`src/rtl/vga_frame_monitor_if.sv`:
```
// Video stream bundle observed by vga_frame_monitor: sync, blanking and RGB pixel data.
interface vga_frame_monitor_if;
   logic       hsync;
   logic       vsync;
   logic       hblank;
   logic       vblank;
   logic [7:0] r;
   logic [7:0] g;
   logic [7:0] b;

   modport master (output hsync, vsync, hblank, vblank, r, g, b);
   modport slave  (input  hsync, vsync, hblank, vblank, r, g, b);
endinterface

```
`src/rtl/vga_frame_monitor.sv`:
```
// Receive-side VGA monitor: learns sync polarity, measures line/frame timing,
// checksums visible pixels per frame and reports lock / signal-loss status.
module vga_frame_monitor #(
   parameter int unsigned TIMEOUT_LOG2 = 21
) (
   input  logic                clk,
   input  logic                rst_n,
   vga_frame_monitor_if.slave  vid,
   output logic                hsync_pol,
   output logic                vsync_pol,
   output logic [10:0]         h_total,
   output logic [10:0]         h_active,
   output logic [10:0]         h_sync,
   output logic [10:0]         v_total,
   output logic [10:0]         v_active,
   output logic [23:0]         checksum,
   output logic [7:0]          frame_count,
   output logic                frame_valid,
   output logic                locked,
   output logic                no_signal
);
   localparam logic [1:0] ST_IDLE  = 2'd0;
   localparam logic [1:0] ST_MEAS  = 2'd1;
   localparam logic [1:0] ST_TRACK = 2'd2;

   localparam logic [10:0]             CNT_MAX = '1;
   localparam logic [TIMEOUT_LOG2-1:0] TO_MAX  = '1;

   logic                    hs_r, vs_r, hb_r, vb_r;
   logic [23:0]             rgb_r;
   logic                    hs_d, vs_d, vis_d;
   logic                    inactive_h, inactive_v;
   logic [1:0]              state;
   logic [10:0]             hcnt, swcnt, viscnt, lcnt, vlines;
   logic [10:0]             h_len, ha_len, sw_len;
   logic [23:0]             cs;
   logic [TIMEOUT_LOG2-1:0] tcnt;

   logic        vis, vis_start, hs_act, vs_act, hs_start, hs_end, vs_start;
   logic        timeout, publish;
   logic [10:0] hcnt_nxt, swcnt_nxt, viscnt_nxt, lcnt_nxt, vlines_nxt;
   logic [10:0] h_len_nxt, ha_len_nxt, sw_len_nxt;
   logic [23:0] cs_nxt;

   function automatic logic [10:0] sat_inc(input logic [10:0] v);
      return (v == CNT_MAX) ? v : v + 11'd1;
   endfunction

   assign hsync_pol = ~inactive_h;
   assign vsync_pol = ~inactive_v;

   // Prior activity uses the current inactive level, so a polarity flip alone never forms an edge.
   always_comb begin
      vis       = ~hb_r & ~vb_r;
      vis_start = vis & ~vis_d;
      hs_act    = hs_r ^ inactive_h;
      vs_act    = vs_r ^ inactive_v;
      hs_start  = hs_act & ~(hs_d ^ inactive_h);
      hs_end    = ~hs_act & (hs_d ^ inactive_h);
      vs_start  = vs_act & ~(vs_d ^ inactive_v);
      timeout   = (tcnt == TO_MAX);
      publish   = vs_start & ((state == ST_MEAS) | (state == ST_TRACK));

      hcnt_nxt   = hs_start ? 11'd1 : sat_inc(hcnt);
      h_len_nxt  = hs_start ? hcnt : h_len;
      swcnt_nxt  = hs_act ? sat_inc(swcnt) : '0;
      sw_len_nxt = hs_end ? swcnt : sw_len;
      lcnt_nxt   = hs_start ? sat_inc(lcnt) : lcnt;
      ha_len_nxt = ha_len;
      vlines_nxt = vlines;
      viscnt_nxt = vis ? sat_inc(viscnt) : viscnt;
      if (hs_start) begin
         viscnt_nxt = vis ? 11'd1 : 11'd0;
         if (viscnt != '0) begin
            ha_len_nxt = viscnt;
            vlines_nxt = sat_inc(vlines);
         end
      end
      cs_nxt = vis ? ({cs[22:0], cs[23]} ^ rgb_r) : cs;
   end

   always_ff @(posedge clk or negedge rst_n) begin
      if (!rst_n) begin
         hs_r       <= 1'b1;
         vs_r       <= 1'b1;
         hb_r       <= 1'b1;
         vb_r       <= 1'b1;
         rgb_r      <= '0;
         hs_d       <= 1'b1;
         vs_d       <= 1'b1;
         vis_d      <= 1'b0;
         inactive_h <= 1'b1;
         inactive_v <= 1'b1;
      end else begin
         hs_r  <= vid.hsync;
         vs_r  <= vid.vsync;
         hb_r  <= vid.hblank;
         vb_r  <= vid.vblank;
         rgb_r <= {vid.r, vid.g, vid.b};
         hs_d  <= hs_r;
         vs_d  <= vs_r;
         vis_d <= vis;
         if (vis_start) begin
            inactive_h <= hs_r;
            inactive_v <= vs_r;
         end
      end
   end

   always_ff @(posedge clk or negedge rst_n) begin
      if (!rst_n) begin
         state       <= ST_IDLE;
         hcnt        <= '0;
         swcnt       <= '0;
         viscnt      <= '0;
         lcnt        <= '0;
         vlines      <= '0;
         h_len       <= '0;
         ha_len      <= '0;
         sw_len      <= '0;
         cs          <= '0;
         tcnt        <= '0;
         h_total     <= '0;
         h_active    <= '0;
         h_sync      <= '0;
         v_total     <= '0;
         v_active    <= '0;
         checksum    <= '0;
         frame_count <= '0;
         frame_valid <= 1'b0;
         locked      <= 1'b0;
         no_signal   <= 1'b0;
      end else begin
         hcnt        <= hcnt_nxt;
         swcnt       <= swcnt_nxt;
         viscnt      <= viscnt_nxt;
         h_len       <= h_len_nxt;
         ha_len      <= ha_len_nxt;
         sw_len      <= sw_len_nxt;
         lcnt        <= lcnt_nxt;
         vlines      <= vlines_nxt;
         cs          <= cs_nxt;
         frame_valid <= 1'b0;

         // Publish from the *_nxt values so a coincident line end is folded in first.
         if (vs_start) begin
            lcnt      <= '0;
            vlines    <= '0;
            cs        <= '0;
            tcnt      <= '0;
            no_signal <= 1'b0;
            if (publish) begin
               h_total     <= h_len_nxt;
               h_active    <= ha_len_nxt;
               h_sync      <= sw_len_nxt;
               v_total     <= lcnt_nxt;
               v_active    <= vlines_nxt;
               checksum    <= cs_nxt;
               frame_valid <= 1'b1;
               frame_count <= frame_count + 8'd1;
            end
            if (state == ST_TRACK)
               locked <= (h_len_nxt == h_total) && (lcnt_nxt == v_total);
            state <= (state == ST_IDLE) ? ST_MEAS : ST_TRACK;
         end else if (timeout) begin
            state     <= ST_IDLE;
            no_signal <= 1'b1;
            locked    <= 1'b0;
         end else begin
            tcnt <= tcnt + 1'b1;
         end
      end
   end
endmodule

```
`src/flat_wrapper.sv`:
```
// flat-port wrapper written by rule: the top's interface ports become plain ports
module vga_frame_monitor_flat 
#(
   parameter int unsigned TIMEOUT_LOG2 = 21
)
  (clk, rst_n, hsync_pol, vsync_pol, h_total, h_active, h_sync, v_total, v_active, checksum, frame_count, frame_valid, locked, no_signal, vid_hsync, vid_vsync, vid_hblank, vid_vblank, vid_r, vid_g, vid_b);
  vga_frame_monitor_if vid_i ();
  input  logic clk;
  input  logic rst_n;
  output logic hsync_pol;
  output logic vsync_pol;
  output logic [10:0] h_total;
  output logic [10:0] h_active;
  output logic [10:0] h_sync;
  output logic [10:0] v_total;
  output logic [10:0] v_active;
  output logic [23:0] checksum;
  output logic [7:0] frame_count;
  output logic frame_valid;
  output logic locked;
  output logic no_signal;
  input wire logic [$bits(vid_i.hsync)-1:0] vid_hsync;
  input wire logic [$bits(vid_i.vsync)-1:0] vid_vsync;
  input wire logic [$bits(vid_i.hblank)-1:0] vid_hblank;
  input wire logic [$bits(vid_i.vblank)-1:0] vid_vblank;
  input wire logic [$bits(vid_i.r)-1:0] vid_r;
  input wire logic [$bits(vid_i.g)-1:0] vid_g;
  input wire logic [$bits(vid_i.b)-1:0] vid_b;
  assign vid_i.hsync = vid_hsync;
  assign vid_i.vsync = vid_vsync;
  assign vid_i.hblank = vid_hblank;
  assign vid_i.vblank = vid_vblank;
  assign vid_i.r = vid_r;
  assign vid_i.g = vid_g;
  assign vid_i.b = vid_b;
  vga_frame_monitor #(.TIMEOUT_LOG2(TIMEOUT_LOG2)) u_core (.clk(clk), .rst_n(rst_n), .vid(vid_i), .hsync_pol(hsync_pol), .vsync_pol(vsync_pol), .h_total(h_total), .h_active(h_active), .h_sync(h_sync), .v_total(v_total), .v_active(v_active), .checksum(checksum), .frame_count(frame_count), .frame_valid(frame_valid), .locked(locked), .no_signal(no_signal));
endmodule
```
`config.mk`:
```
export PLATFORM = sky130hd
export DESIGN_NAME = vga_frame_monitor_flat
export DESIGN_NICKNAME = d
export VERILOG_FILES = /design/src/rtl/vga_frame_monitor_if.sv /design/src/rtl/vga_frame_monitor.sv /design/src/flat_wrapper.sv
export SDC_FILE = /design/constraint.sdc
export NUM_CORES = 1
export LEC_CHECK = 0
export CORE_ASPECT_RATIO = 1.75
export CORE_UTILIZATION = 35
export DETAILED_ROUTE_END_ITERATION = 12
export PLACE_DENSITY = 0.63
export SKIP_CTS_REPAIR_TIMING = 1
export SYNTH_ARGS = -nofsm -noshare
export SYNTH_HDL_FRONTEND = slang
export SYNTH_SLANG_ARGS = --single-unit
```
`constraint.sdc`:
```
create_clock -name clk -period 3.1 [get_ports clk]
set_clock_uncertainty 0.1 [all_clocks]
set_input_delay 0.31 -clock clk [delete_from_list [all_inputs] [get_ports clk]]
set_output_delay 0.31 -clock clk [all_outputs]
set_load 0.005 [all_outputs]
```
## After elaboration in Yosys (flattened, before gate mapping)

Cells that the tools add are included.

- Flip-flop bits (word level): 258
- Input bits: 30
- Output and inout port bits: 92
- Word-level logic and storage cells: 114

- Add/subtract/negate cells: 7
- Eq/ne operators: 15
- Muxes and demuxes: 33
- Bitwise logic cells: 20
- Reduce and logical (&&, ||, !) cells: 8

Operators by type and width:

| kind | number |
|---|---|
| 11-bit 2-to-1 mux | 18 |
| 11-bit by 1-bit adder with 11-bit output, second input constant | 5 |
| 11-bit equality test, second input constant | 5 |
| 24-bit 2-to-1 mux | 2 |
| 21-bit 2-to-1 mux | 2 |
| 24-bit XOR | 1 |
| 11-bit equality test | 2 |
| 21-bit by 1-bit adder with 21-bit output, second input constant | 1 |
| 21-bit equality test, second input constant | 1 |
| 11-bit nonzero test | 1 |
| 8-bit by 1-bit adder with 8-bit output, second input constant | 1 |
| 1-bit 2-to-1 mux | 8 |
| 1-bit NOT | 8 |
| 1-bit AND | 6 |
| 2-bit 2-to-1 mux | 3 |
| 2-bit by 1-bit inequality test with 1-bit output, second input constant | 3 |
| 2-bit AND reduction | 3 |
| 2-bit inequality test, second input constant | 2 |
| 2-bit nonzero test | 2 |
| 1-bit XOR | 4 |
| 2-bit by 1-bit equality test with 1-bit output, second input constant | 1 |
| 2-bit equality test, second input constant | 1 |
| 2-bit zero test | 1 |
| 1-bit logical AND | 1 |
| 1-bit bitwise OR | 1 |

## Longest topological paths before layout

Gate-level depths: netlist (run 1).

- Word-level depth: 8
- Mapped depth: 10

## Worst setup path after synthesis (run 1)

No wires, ideal clock.

- Path type: register to register
- Start: register u_core.inactive_h
- End: register u_core.locked
- Arrival time: 2.654 ns
- Setup slack: 0.254 ns
- Cell stages (with the launch flop): 10
- Buffers on the path: 2
- Clock period less this slack: 2.846 ns
- Path through: dfstp_2 -> buf_2 -> nand3b_1 -> buf_2 -> a2111oi_0 -> mux2i_1 -> xnor2_1 -> a2111oi_0 -> nand3_1 -> o31ai_2

- Cells in the longest elaborated chain, start to end: 8

Ends and longest elaborated chain:

| item | line | RTL |
|---|---|---|
| start: declaration | vga_frame_monitor.sv:32 | `logic inactive_h, inactive_v;` |
| start signal: assignment | vga_frame_monitor.sv:104 | `inactive_h <= hs_r;` |
| 1-bit XOR | vga_frame_monitor.sv:58 | `hs_start = hs_act & ~(hs_d ^ inactive_h);` |
| 1-bit NOT | vga_frame_monitor.sv:58 |  |
| 1-bit AND (*) | vga_frame_monitor.sv:58 |  |
| 11-bit 2-to-1 mux (on tied branches) | vga_frame_monitor.sv:65, vga_frame_monitor.sv:68 |  |
| 11-bit equality test | vga_frame_monitor.sv:163 | `locked <= (h_len_nxt == h_total) && (lcnt_nxt == v_total);` |
| 1-bit logical AND (*) | vga_frame_monitor.sv:163 |  |
| 1-bit 2-to-1 mux (*) | vga_frame_monitor.sv:162 | `if (state == ST_TRACK)` |
| 1-bit 2-to-1 mux (*) | vga_frame_monitor.sv:146 | `if (vs_start) begin` |
| end signal: assignment | vga_frame_monitor.sv:163 |  |
| end: declaration | vga_frame_monitor.sv:19 | `output logic locked,` |

Every way passes the cells marked *; elsewhere a longest branch is shown, timed or not. The select of a mux whose other input is x is not followed.
A chain may end at the register's enable or synchronous reset.

## Worst setup path in the final report (run 1)

- Start: register u_core.hs_r
- End: register u_core.locked

- Cells in the longest elaborated chain, start to end: 7

Ends and longest elaborated chain:

| item | line | RTL |
|---|---|---|
| start: declaration | vga_frame_monitor.sv:29 | `logic hs_r, vs_r, hb_r, vb_r;` |
| start signal: assignment | vga_frame_monitor.sv:95 | `hs_r <= vid.hsync;` |
| 1-bit XOR (*) | vga_frame_monitor.sv:56 | `hs_act = hs_r ^ inactive_h;` |
| 1-bit AND (*) | vga_frame_monitor.sv:58 |  |
| 11-bit 2-to-1 mux (on tied branches) | vga_frame_monitor.sv:65, vga_frame_monitor.sv:68 |  |
| 11-bit equality test | vga_frame_monitor.sv:163 |  |
| 1-bit logical AND (*) | vga_frame_monitor.sv:163 |  |
| 1-bit 2-to-1 mux (*) | vga_frame_monitor.sv:162 |  |
| 1-bit 2-to-1 mux (*) | vga_frame_monitor.sv:146 |  |

Marks and branches as above.

==> impl_results.md, run 1 <==
- Outcome: completed
- Sink Count: 258
- Async SR Flop Fraction: 1.00
- First-pass GRT wire length: 41500 um
- WP data required: 3440 ps
- Final TNS setup: 0 ps
- Final WL: 24800 um
- Syn Inst Count: 1056
- TritonCTS clock tree: yes
- Syn Nets: 1096
- Vias: 7979
- Core box area: 0.0306 mm^2
- Share of layout cells above drive strength 1: 0.107
- DR vias/cell: 4.98
- TritonCTS buffer count: 25
- H-tree levels: 1
- I/O Buffers: 121
- Mux contribution to synthesized area: 0.0277
- WHS Path Cells: 1
- Clock Path Buffers: 3
- Num ports: 122
- Fraction of the mapped netlist area in adder cells: 0.0115
- Post-route DRC: 0
- LEAKAGE: 6.13 nW
- Initial drt markers: 366
- Final ANT Viol Nets: 0
- WL per Instance: 15.5 um
- PwrDens: 716 mW/mm^2
- Synthesized flop and latch total: 258
- Worst EP arrival: 3280 ps
- VDD IR max: 0.493 mV
- Rows: 85
- Final Critical Period: 2940 ps
- Fin. Hold Viols: 0
- Netlist Area Pre-Place: 0.0109 mm^2
- Vias in the first global route: 8294
- Pin count of the biggest net entering global routing: 87
- GRT Total Usage: 0.163
- EDFF count, synth: 0
- Clock Tree Root: clkbuf_16
- Post-Synth XOR/XNOR Area: 0.0708
- Max-cap viol count: 0
- Die H: 235 um
- Clk slew on worst S/H paths: 60 ps
- Met1 GRT Util: 0.177
- Max-slew headroom: 0.468
- Area delta synth->final: 25.4%
- Nets@finish: 1233
- Hpwl dp: 17300 um
- Die area: 0.0318 mm^2
- Busiest grt layer: met2
- DRT Pass-1 Iters: 4
- Worst hold path type: input pin to flop
- Synthesis warning total: 0
- Antenna violations before repair: 0
- Simple-Gate Fraction of Synth Area: 0.184
- Sequential share of the synthesized area: 0.594
- Placed cell areas: 0.0127 mm^2
- RSZ-0062 raised after global routing: no
- Inst Count DP: 1549
- Final setup fails: 0
- Chip width: 135 um
- Compound-Gate Fraction of Synth Area: 0.0864
- Crit-path max FO: 11
- Antenna cell count: 0
- Synth unique cells: 62
- CP Capture Type: flop
- GPL Wtd Cong: 0.889
- Met3 Use GR: 0.0289
- Largest family of logic cells by synthesized area: simple AND/OR/NAND/NOR gates
- Clk Latency, worst-skew pair: 530 ps
- Period utilisation layout: 0.948
- Post-layout util: 0.445
- Final hold slack: 85.7 ps
- Grt met2 use: 0.299
- Avg Cell Area, Syn: 10.3 um^2
- Ys flop type: dfrtp_1
- Max Fclk: 340 MHz
- Effective utilization at floorplan: 0.355
- Final Max Slew Viols: 0
- CP Launch Type: flop
- WS Path Type: flop to flop
- Register-to-Register Path Depth: 10
- Least-Margin Pin Slew: 797 ps
- Non-filler instance count after layout: 1602
- Global route overflow: 0
- Final Instance Area: 0.0136 mm^2
per-stage QoR:
step                      setup WS [ps]  power [mW]
after floorplan                     254        5.45
after global placement            -33.3        6.62
after detailed placement          -66.0        6.66
after CTS                         -88.0        9.90
after global routing               1.86        10.3
final                               160        9.77
logic make-up after synthesis:
group                    count (synthesis)
AND/OR/NAND/NOR                        450
flip-flops                             258
AO/OA/AOI/OAI                          158
XOR/XNOR                                88
buffers and inverters                   64
multiplexers                            28
adder cells (fa/ha/maj)                 10
final timing paths:
| check | start | endpoint | slack, ps |
|---|---|---|---|
| max reg2reg | u_core.hs_r | u_core.locked | 160 |
| min reg2reg | u_core.vs_r | u_core.vs_d | 310 |
| min | vid_hblank | u_core.hb_r | 90 |
| max | u_core.hs_r | u_core.locked | 160 |
| min in group asynchronous | rst_n | u_core.h_sync[8] | 270 |
| max in group asynchronous | rst_n | u_core.rgb_r[5] | 1740 |
metal layers:
layer  vias to the layer above  wire length [um]
met5                         -                 0
met4                         0              1000
met3                        51              1100
met2                       157             13300
met1                      3931              9400
li1                       3840                 -
power breakdown:
group / total (mW) / internal [mW] / switching [mW]
clock: 3.18 / 1.89 / 1.29
combinational: 2.21 / 1.14 / 1.06
sequential: 4.39 / 3.93 / 0.460
area by class of cell:
type	count	area, um^2
clock buffers	32	682
clock inverters	13	174
fillers	2897	17000
inverters	16	60.1
multi-input cells	734	4220
flip-flops and latches	258	6470
well taps	391	489
repair buffers	158	1550
Yosys cell counts (all sizes together), types with 18 or more instances:
cell,n,area share
nand2,180,0.062
a21oi,48,0.023
nand3,33,0.016
clkbuf,39,0.013
nand4,21,0.012
dfrtp,250,0.57
nor3,18,0.0083
nor2,140,0.048
xor2,40,0.032
o21ai,68,0.031
xnor2,48,0.039
critical path, stage by stage, from the launching register on:
cell and delay (ps):
dfstp_2 370, buf_4 170, nand3b_1 160, buf_4 170, buf_4 150, a211oi_4 290
mux2i_1 290, xor2_1 170, nand4_1 100, or4_1 620, o31ai_2 260
state kept, by name, indices dropped and copies added, names as in the netlist, 21 cells and up:
| name | cells |
|---|---|
| u_core.checksum | 24 |
| u_core.cs | 24 |
| u_core.rgb_r | 24 |
| u_core.tcnt | 21 |
layout by cell type (no fill, tap or decap), types with 4 or more instances in the layout:
cell / synthesis / routed
a211oi_1: 4 / 4
a21oi_1: 45 / 45
a31oi_1: 7 / 7
and3_1: 17 / 17
and4_1: 4 / 4
buf_12: 0 / 4
buf_4: 1 / 31
bufinv_16: 0 / 4
clkbuf_1: 39 / 4
clkbuf_16: 0 / 25
clkdlybuf4s50_1: 0 / 120
clkinv_2: 0 / 6
dfrtp_1: 250 / 250
dfstp_2: 8 / 8
ha_1: 10 / 10
inv_1: 16 / 16
mux2_2: 17 / 17
mux2i_1: 11 / 9
nand2_1: 180 / 179
nand2b_1: 4 / 4
nand3_1: 32 / 32
nand4_1: 21 / 21
nor2_1: 140 / 139
nor3_1: 18 / 14
nor3_2: 0 / 4
nor4_1: 7 / 7
o21a_1: 4 / 4
o21ai_0: 67 / 67
or3_1: 6 / 6
xnor2_1: 48 / 48
xor2_1: 40 / 40
Power figures use the tool's default switching activity.
==> run 2: changes to the inputs <==
--- a/config.mk
+++ b/config.mk
@@ -5,11 +5,13 @@
 export SDC_FILE = /design/constraint.sdc
 export NUM_CORES = 1
 export LEC_CHECK = 0
-export CORE_ASPECT_RATIO = 1.75
+export ABC_CLOCK_PERIOD_IN_PS = 3100
+export CORE_ASPECT_RATIO = 1.25
 export CORE_UTILIZATION = 35
 export DETAILED_ROUTE_END_ITERATION = 12
 export PLACE_DENSITY = 0.63
 export SKIP_CTS_REPAIR_TIMING = 1
+export SLEW_MARGIN = 20
 export SYNTH_ARGS = -nofsm -noshare
 export SYNTH_HDL_FRONTEND = slang
 export SYNTH_SLANG_ARGS = --single-unit
==> run 2 against run 1 <==
Effect of this change:
- final cell count rose by 0.69%
- largest power group unchanged
- utilization rose by 0.56 points
- first-iteration DRC count fell by 6.3%
- critical path depth fell by 3
- largest cell class unchanged
- register-to-register slack got worse by 30 ps
- cell area rose by 0.45%
- worst hold slack got worse by 12 ps
- sequential power barely moved
==> impl_results.md, run 2 (synthesis gave the netlist of run 1 again) <==
- Outcome: completed (unchanged)
- Final ANT Viol Nets: 0 (unchanged)
- Placed cell areas: 0.0126 mm^2 (was 0.0127 mm^2)
- Chip width: 160 um (was 135 um)
- WL per Instance: 15.0 um (was 15.5 um)
- Internal Power: 7.15 mW (was 6.96 mW)
- I/O Buffers: 121 (unchanged)
- TritonCTS clock tree: yes (unchanged)
- Least-Margin Pin Slew: 942 ps (was 797 ps)
- Antenna violations before repair: 0 (unchanged)
- Max-cap viol count: 0 (unchanged)
- Clock power share: 0.350 (was 0.325)
- Antenna cell count: 0 (unchanged)
- Sw power: 2.92 mW (was 2.81 mW)
- Worst hold path type: input pin to flop (unchanged)
- GRT Total Usage: 0.158 (was 0.163)
- First-pass GRT wire length: 41000 um (was 41500 um)
- Most frequent cells in the layout: dfrtp_1, nand2_1, nor2_1 (unchanged)
- H-tree levels: 1 (unchanged)
- Sequential fraction of design power: 0.434 (was 0.449)
- Post-layout util: 0.451 (was 0.445)
- Clock Tree Root: clkbuf_16 (unchanged)
- Hpwl dp: 16600 um (was 17300 um)
- Crit-path cells: and3b_1 -> nor3_1 -> o21a_1 -> nor4b_1 -> nand4_1 -> or4_1 -> o31ai_2 (was buf_4 -> nand3b_1 -> buf_4 -> buf_4 -> a211oi_4 -> mux2i_1 -> xor2_1 -> nand4_1 -> or4_1 -> o31ai_2)
- LEAKAGE: 6.15 nW (was 6.13 nW)
- Share of layout cells above drive strength 1: 0.106 (was 0.107)
- DRT Pass-1 Iters: 5 (was 4)
- Critical Path Stages: 7 (was 10)
- Clk slew on worst S/H paths: 60 ps (about the same)
- GPL Wtd Cong: 0.901 (was 0.889)
- Register-to-Register Path Depth: 7 (was 10)
- Clk Latency, worst-skew pair: 550 ps (was 530 ps)
- Final Critical Period: 2970 ps (was 2940 ps)
- Vias: 7850 (was 7979)
- Crit-path max FO: 10 (was 11)
- Final Instance Area: 0.0137 mm^2 (was 0.0136 mm^2)
- WP data required: 3460 ps (was 3440 ps)
- Max-slew headroom: 0.368 (was 0.468)
- CP Capture Type: flop (unchanged)
- Max Fclk: 337 MHz (was 340 MHz)
- Worst Path Buf+Inv: 0 (was 3)
- Die area: 0.0318 mm^2 (about the same)
- PwrDens: 735 mW/mm^2 (was 716 mW/mm^2)
- CP peak stage delay: 640 ps (was 620 ps)
- Rows: 71 (was 85)
- Core box area: 0.0304 mm^2 (was 0.0306 mm^2)
- DR vias/cell: 4.87 (was 4.98)
- Initial drt markers: 343 (was 366)
- Num ports: 122 (unchanged)
- Nets@finish: 1230 (was 1233)
- TritonCTS buffer count: 28 (was 25)
- Sw Ratio: 0.290 (was 0.287)
- Most common cell after layout, fill and taps aside: dfrtp_1 (unchanged)
- Final hold slack: 73.4 ps (was 85.7 ps)
- Global route overflow: 0 (unchanged)
- VDD IR max: 0.529 mV (was 0.493 mV)
- Post-route DRC: 0 (unchanged)
- Die H: 199 um (was 235 um)
- Slowest-stage cell, CP: dfstp_2 (was or4_1)
- Final WL: 24300 um (was 24800 um)
- Area delta synth->final: 25.9% (was 25.4%)
- Setup ws final: 131 ps (was 160 ps)
- Combinational share of power: 0.216 (was 0.226)
- Dpl ws: 81.7 ps (was -66.0 ps)
- Final setup fails: 0 (unchanged)
- Period utilisation layout: 0.958 (was 0.948)
- Sink Count: 258 (unchanged)
- CP Launch Type: flop (unchanged)
- Total power: 10.1 mW (was 9.77 mW)
- Largest regs: u_core.checksum (24), u_core.cs (24), u_core.rgb_r (24) (unchanged)
- Fin. Hold Viols: 0 (unchanged)
- Worst EP arrival: 3330 ps (was 3280 ps)
- WHS Path Cells: 1 (unchanged)
- Effective utilization at floorplan: 0.358 (was 0.355)
- Clock Path Buffers: 3 (unchanged)
- Vias in the first global route: 8038 (was 8294)
- Top delay family on crit path: simple AND/OR/NAND/NOR gates (unchanged)
- WS Path Type: flop to flop (unchanged)
- Final Max Slew Viols: 0 (unchanged)
- Pin count of the biggest net entering global routing: 96 (was 87)
## run 2: cell types whose count changed in the layout (fill, tap and decap cells not counted), moves of 2 or more
cell / delta
a2111oi_1: -2
a2111oi_0: +2
nor3_1: +3
clkbuf_1: -3
clkbuf_16: +3
clkinv_2: -4
clkinv_4: +6
clkinvlp_4: +3
nor3_2: -3
buf_4: -4
## run 2: area by class of cell
type                            count  area [um^2]
Clock buffer                       32          746
Tap cell                          401          502
Inverter                           16         60.1
Multi-Input combinational cell    734         4190
Clock inverter                     20          256
Timing Repair Buffer              152         1490
Fill cell                        2937        16700
Sequential cell                   258         6470
## run 2: power groups by stage
stage	clock network (mW)	registers, mW	logic [mW]
floorplan	0	4.34	1.11
global placement	0	4.42	2.16
detailed placement	0	4.42	2.20
CTS	3.62	4.37	2.22
global route	3.78	4.45	2.45
finish	3.52	4.38	2.18
## run 2: metal layers
layer | global-route usage | wire [um] | vias up | part of all wire
met4 | 0.0491 | 556 | 0 | 0.023
met2 | 0.267 | 11800 | 174 | 0.49
met3 | 0.0353 | 1440 | 34 | 0.059
met5 | 0 | 0 | - | 0
li1 | - | - | 3834 | -
met1 | 0.201 | 10500 | 3808 | 0.43
## run 2: final timing paths
path	to	start	slack (ps)
hold reg to reg	u_core.vs_d	u_core.vs_r	310
setup / recovery	u_core.locked	u_core.hs_d	130
max in group asynchronous	u_core.vb_r	rst_n	1740
min in group asynchronous	u_core.sw_len[7]	rst_n	240
hold / removal	u_core.vs_r	vid_vsync	70
setup reg to reg	u_core.locked	u_core.hs_d	130
## run 2: per-stage QoR
| step | instances | setup TNS (ps) |
|---|---|---|
| finish | 1613 | 0 |
| global route | 1613 | -16.7 |
| CTS | 1609 | 0 |
| detailed placement | 1557 | 0 |
| global placement | 1557 | 0 |
| floorplan | 1056 | 0 |
## run 2: worst reg2reg max path, delay by kind of cell, from the launching register on
family,cells,cell delay (ps)
simple gates,5,1690
compound gates,2,460
flops,1,640
==> run 3: changes to the inputs <==
--- a/config.mk
+++ b/config.mk
@@ -5,11 +5,13 @@
 export SDC_FILE = /design/constraint.sdc
 export NUM_CORES = 1
 export LEC_CHECK = 0
-export ABC_CLOCK_PERIOD_IN_PS = 3100
+export ABC_CLOCK_PERIOD_IN_PS = 3400
 export CORE_ASPECT_RATIO = 1.25
 export CORE_UTILIZATION = 35
 export DETAILED_ROUTE_END_ITERATION = 12
-export PLACE_DENSITY = 0.63
+export DONT_BUFFER_PORTS = 1
+export GPL_ROUTABILITY_DRIVEN = 0
+export PLACE_DENSITY = 0.58
 export SKIP_CTS_REPAIR_TIMING = 1
 export SLEW_MARGIN = 20
 export SYNTH_ARGS = -nofsm -noshare
==> constraint.sdc (replaced) <==
create_clock -name clk -period 3.4 [get_ports clk]
set_clock_uncertainty 0.1 [all_clocks]
set_input_delay 0.34 -clock clk [delete_from_list [all_inputs] [get_ports clk]]
set_output_delay 0.34 -clock clk [all_outputs]
set_load 0.005 [all_outputs]
==> run 3 against run 2 <==
Effect of this change:
- the run now ends with hold timing left
- die area did not move
- critical path depth rose by 1
- combinational power fell by 41%
- power fell by 14%
- non-clock buffer count fell by 106
- clock power fell by 8.0%
- worst setup slack improved by 120 ps
- largest power group unchanged
==> impl_results.md, run 3 (synthesis gave the netlist of run 1 again) <==
- Clock Tree Root: clkbuf_16 (unchanged)
- Least-Margin Pin Slew: 925 ps (was 942 ps)
- Internal Power: 6.15 mW (was 7.15 mW)
- First-pass GRT wire length: 39100 um (was 41000 um)
- Sequential fraction of design power: 0.475 (was 0.434)
- WP data required: 3750 ps (was 3460 ps)
- Failing checks: hold timing
- Final Max Slew Viols: 0 (unchanged)
- DR vias/cell: 4.92 (was 4.87)
- Effective utilization at floorplan: 0.358 (unchanged)
- Most common cell after layout, fill and taps aside: dfrtp_1 (unchanged)
- CP peak stage delay: 550 ps (was 640 ps)
- Combinational share of power: 0.149 (was 0.216)
- Vias in the first global route: 7424 (was 8038)
- Initial drt markers: 423 (was 343)
- Nets@finish: 1124 (was 1230)
- Max-cap viol count: 0 (unchanged)
- Final WL: 23700 um (was 24300 um)
- VDD IR max: 0.469 mV (was 0.529 mV)
- TritonCTS clock tree: yes (unchanged)
- Hpwl dp: 15600 um (was 16600 um)
- Chip width: 160 um (unchanged)
- Worst hold path type: input pin to asynchronous set/reset pin (was input pin to flop)
- Reg2reg end: u_core.locked (unchanged)
- I/O Buffers: 0 (was 121)
- Sink Count: 258 (unchanged)
- Max-slew headroom: 0.379 (was 0.368)
- Final setup fails: 0 (unchanged)
- Global route overflow: 0 (unchanged)
- Sw power: 2.46 mW (was 2.92 mW)
- Final Critical Period: 3150 ps (was 2970 ps)
- Worst EP arrival: 3500 ps (was 3330 ps)
- Fin. Hold Viols: 258 (was 0)
- Core box area: 0.0304 mm^2 (unchanged)
- Clk Latency, worst-skew pair: 550 ps (about the same)
- Vias: 7402 (was 7850)
- Die area: 0.0318 mm^2 (unchanged)
- R2R Setup Slk: 250 ps (was 130 ps)
- Period utilisation layout: 0.926 (was 0.958)
- TritonCTS buffer count: 28 (unchanged)
- Register-to-Register Path Depth: 8 (was 7)
- GRT Total Usage: 0.153 (was 0.158)
- CP Launch Type: flop (unchanged)
- Final Instance Area: 0.0126 mm^2 (was 0.0137 mm^2)
- Pin count of the biggest net entering global routing: 259 (was 96)
- LEAKAGE: 5.77 nW (was 6.15 nW)
- Slowest-stage cell, CP: or3b_1 (was dfstp_2)
- Clock Path Buffers: 3 (unchanged)
- Die H: 199 um (unchanged)
- Antenna cell count: 0 (unchanged)
- Top delay family on crit path: compound AO/OA/AOI/OAI gates (was simple AND/OR/NAND/NOR gates)
- Crit-path cells: or3b_1 -> buf_4 -> a2111oi_1 -> mux2i_1 -> xnor2_1 -> a2111oi_0 -> nand3_1 -> o31ai_2 (was and3b_1 -> nor3_1 -> o21a_1 -> nor4b_1 -> nand4_1 -> or4_1 -> o31ai_2)
- H-tree levels: 1 (unchanged)
- Sw Ratio: 0.286 (was 0.290)
- Final hold slack: -597 ps (was 73.4 ps)
- Share of layout cells above drive strength 1: 0.0951 (was 0.106)
- Num ports: 122 (unchanged)
- Clock power share: 0.376 (was 0.350)
- Reg2reg start: u_core.hs_r (was u_core.hs_d)
- Placed cell areas: 0.0113 mm^2 (was 0.0126 mm^2)
- Largest regs: u_core.checksum (24), u_core.cs (24), u_core.rgb_r (24) (unchanged)
- PwrDens: 682 mW/mm^2 (was 735 mW/mm^2)
- Rows: 71 (unchanged)
- Outcome: finished with violations (was completed)
- Clk slew on worst S/H paths: 60 ps (about the same)
- Antenna violations before repair: 0 (unchanged)
- WS Path Type: flop to flop (unchanged)
- Most frequent cells in the layout: dfrtp_1, nand2_1, nor2_1 (unchanged)
- Final TNS setup: 0 ps (unchanged)
- Area delta synth->final: 16.1% (was 25.9%)
- Worst Path Buf+Inv: 1 (was 0)
- CP Capture Type: flop (unchanged)
- Final ANT Viol Nets: 0 (unchanged)
- RSZ-0062 raised after global routing: no
- Crit-path max FO: 10 (unchanged)
- DRT Pass-1 Iters: 4 (was 5)
- Post-route DRC: 0 (unchanged)
- Max Fclk: 318 MHz (was 337 MHz)
- WL per Instance: 15.7 um (was 15.0 um)
==> run 3: cell count changes in the layout (fill, tap and decap cells not counted), sizes merged <==
| cell | delta |
|---|---|
| buf | -13 |
| bufinv | -1 |
| clkbuf | +12 |
| clkdlybuf4s50 | -120 |
| clkinv | -7 |
| clkinvlp | -4 |
| dlygate4sd3 | +27 |
| inv | -2 |
==> run 3: worst register-to-register path: stages, from the launching register on <==
cell	delay (ps)
dfstp_2	520
or3b_1	550
buf_4	250
a2111oi_1	440
mux2i_1	360
xnor2_1	90
a2111oi_0	410
nand3_1	150
o31ai_2	180
==> run 3: worst max path at each step <==
stage / from / endpoint / slack (ps) / cells after the start
floorplan: u_core.inactive_h / u_core.locked / 550 / 9
global placement: u_core.hs_r / u_core.locked / 270 / 8
detailed placement: u_core.hs_r / u_core.locked / 200 / 8
CTS: u_core.hs_r / u_core.locked / 180 / 8
global route: u_core.hs_r / u_core.locked / 40 / 8
finish: u_core.hs_r / u_core.locked / 250 / 8
==> run 3: power by group through the flow <==
| stage | Clock [mW] | Combinational (mW) | Sequential (mW) |
|---|---|---|---|
| final | 3.24 | 1.28 | 4.09 |
| after global routing | 3.45 | 1.49 | 4.18 |
| after CTS | 3.33 | 1.29 | 4.10 |
| after detailed placement | 0 | 1.29 | 4.15 |
| after global placement | 0 | 1.25 | 4.15 |
| after floorplan | 0 | 1.01 | 3.96 |
==> run 3: routing by layer <==
layer,up-vias,global-route usage,part of all wire
met4,0,0.0513,0.022
met3,38,0.0413,0.064
met2,128,0.258,0.49
met1,3621,0.188,0.43
met5,-,0,0
li1,3615,-,-
==> run 3: metrics by stage <==
stage | power, mW | hold WS [ps] | setup WS, ps | utilization | std cells
after floorplan | 4.97 | -55.6 | 554 | - | 1056
after global placement | 5.40 | -49.5 | 273 | 0.373 | 1427
after detailed placement | 5.43 | -46.5 | 203 | 0.373 | 1427
after CTS | 8.73 | -630 | 177 | 0.406 | 1477
after global routing | 9.12 | -621 | 41.0 | 0.416 | 1505
final | 8.61 | -597 | 251 | 0.416 | 1505
==> run 3: cell type report <==
type                    instances  area, um^2
fillers                      2970       17800
flip-flops and latches        258        6470
multi-input cells             734        4170
clock buffers                  44         892
well taps                     401         502
repair buffers                 46         428
clock inverters                 6         115
inverters                      16        60.1
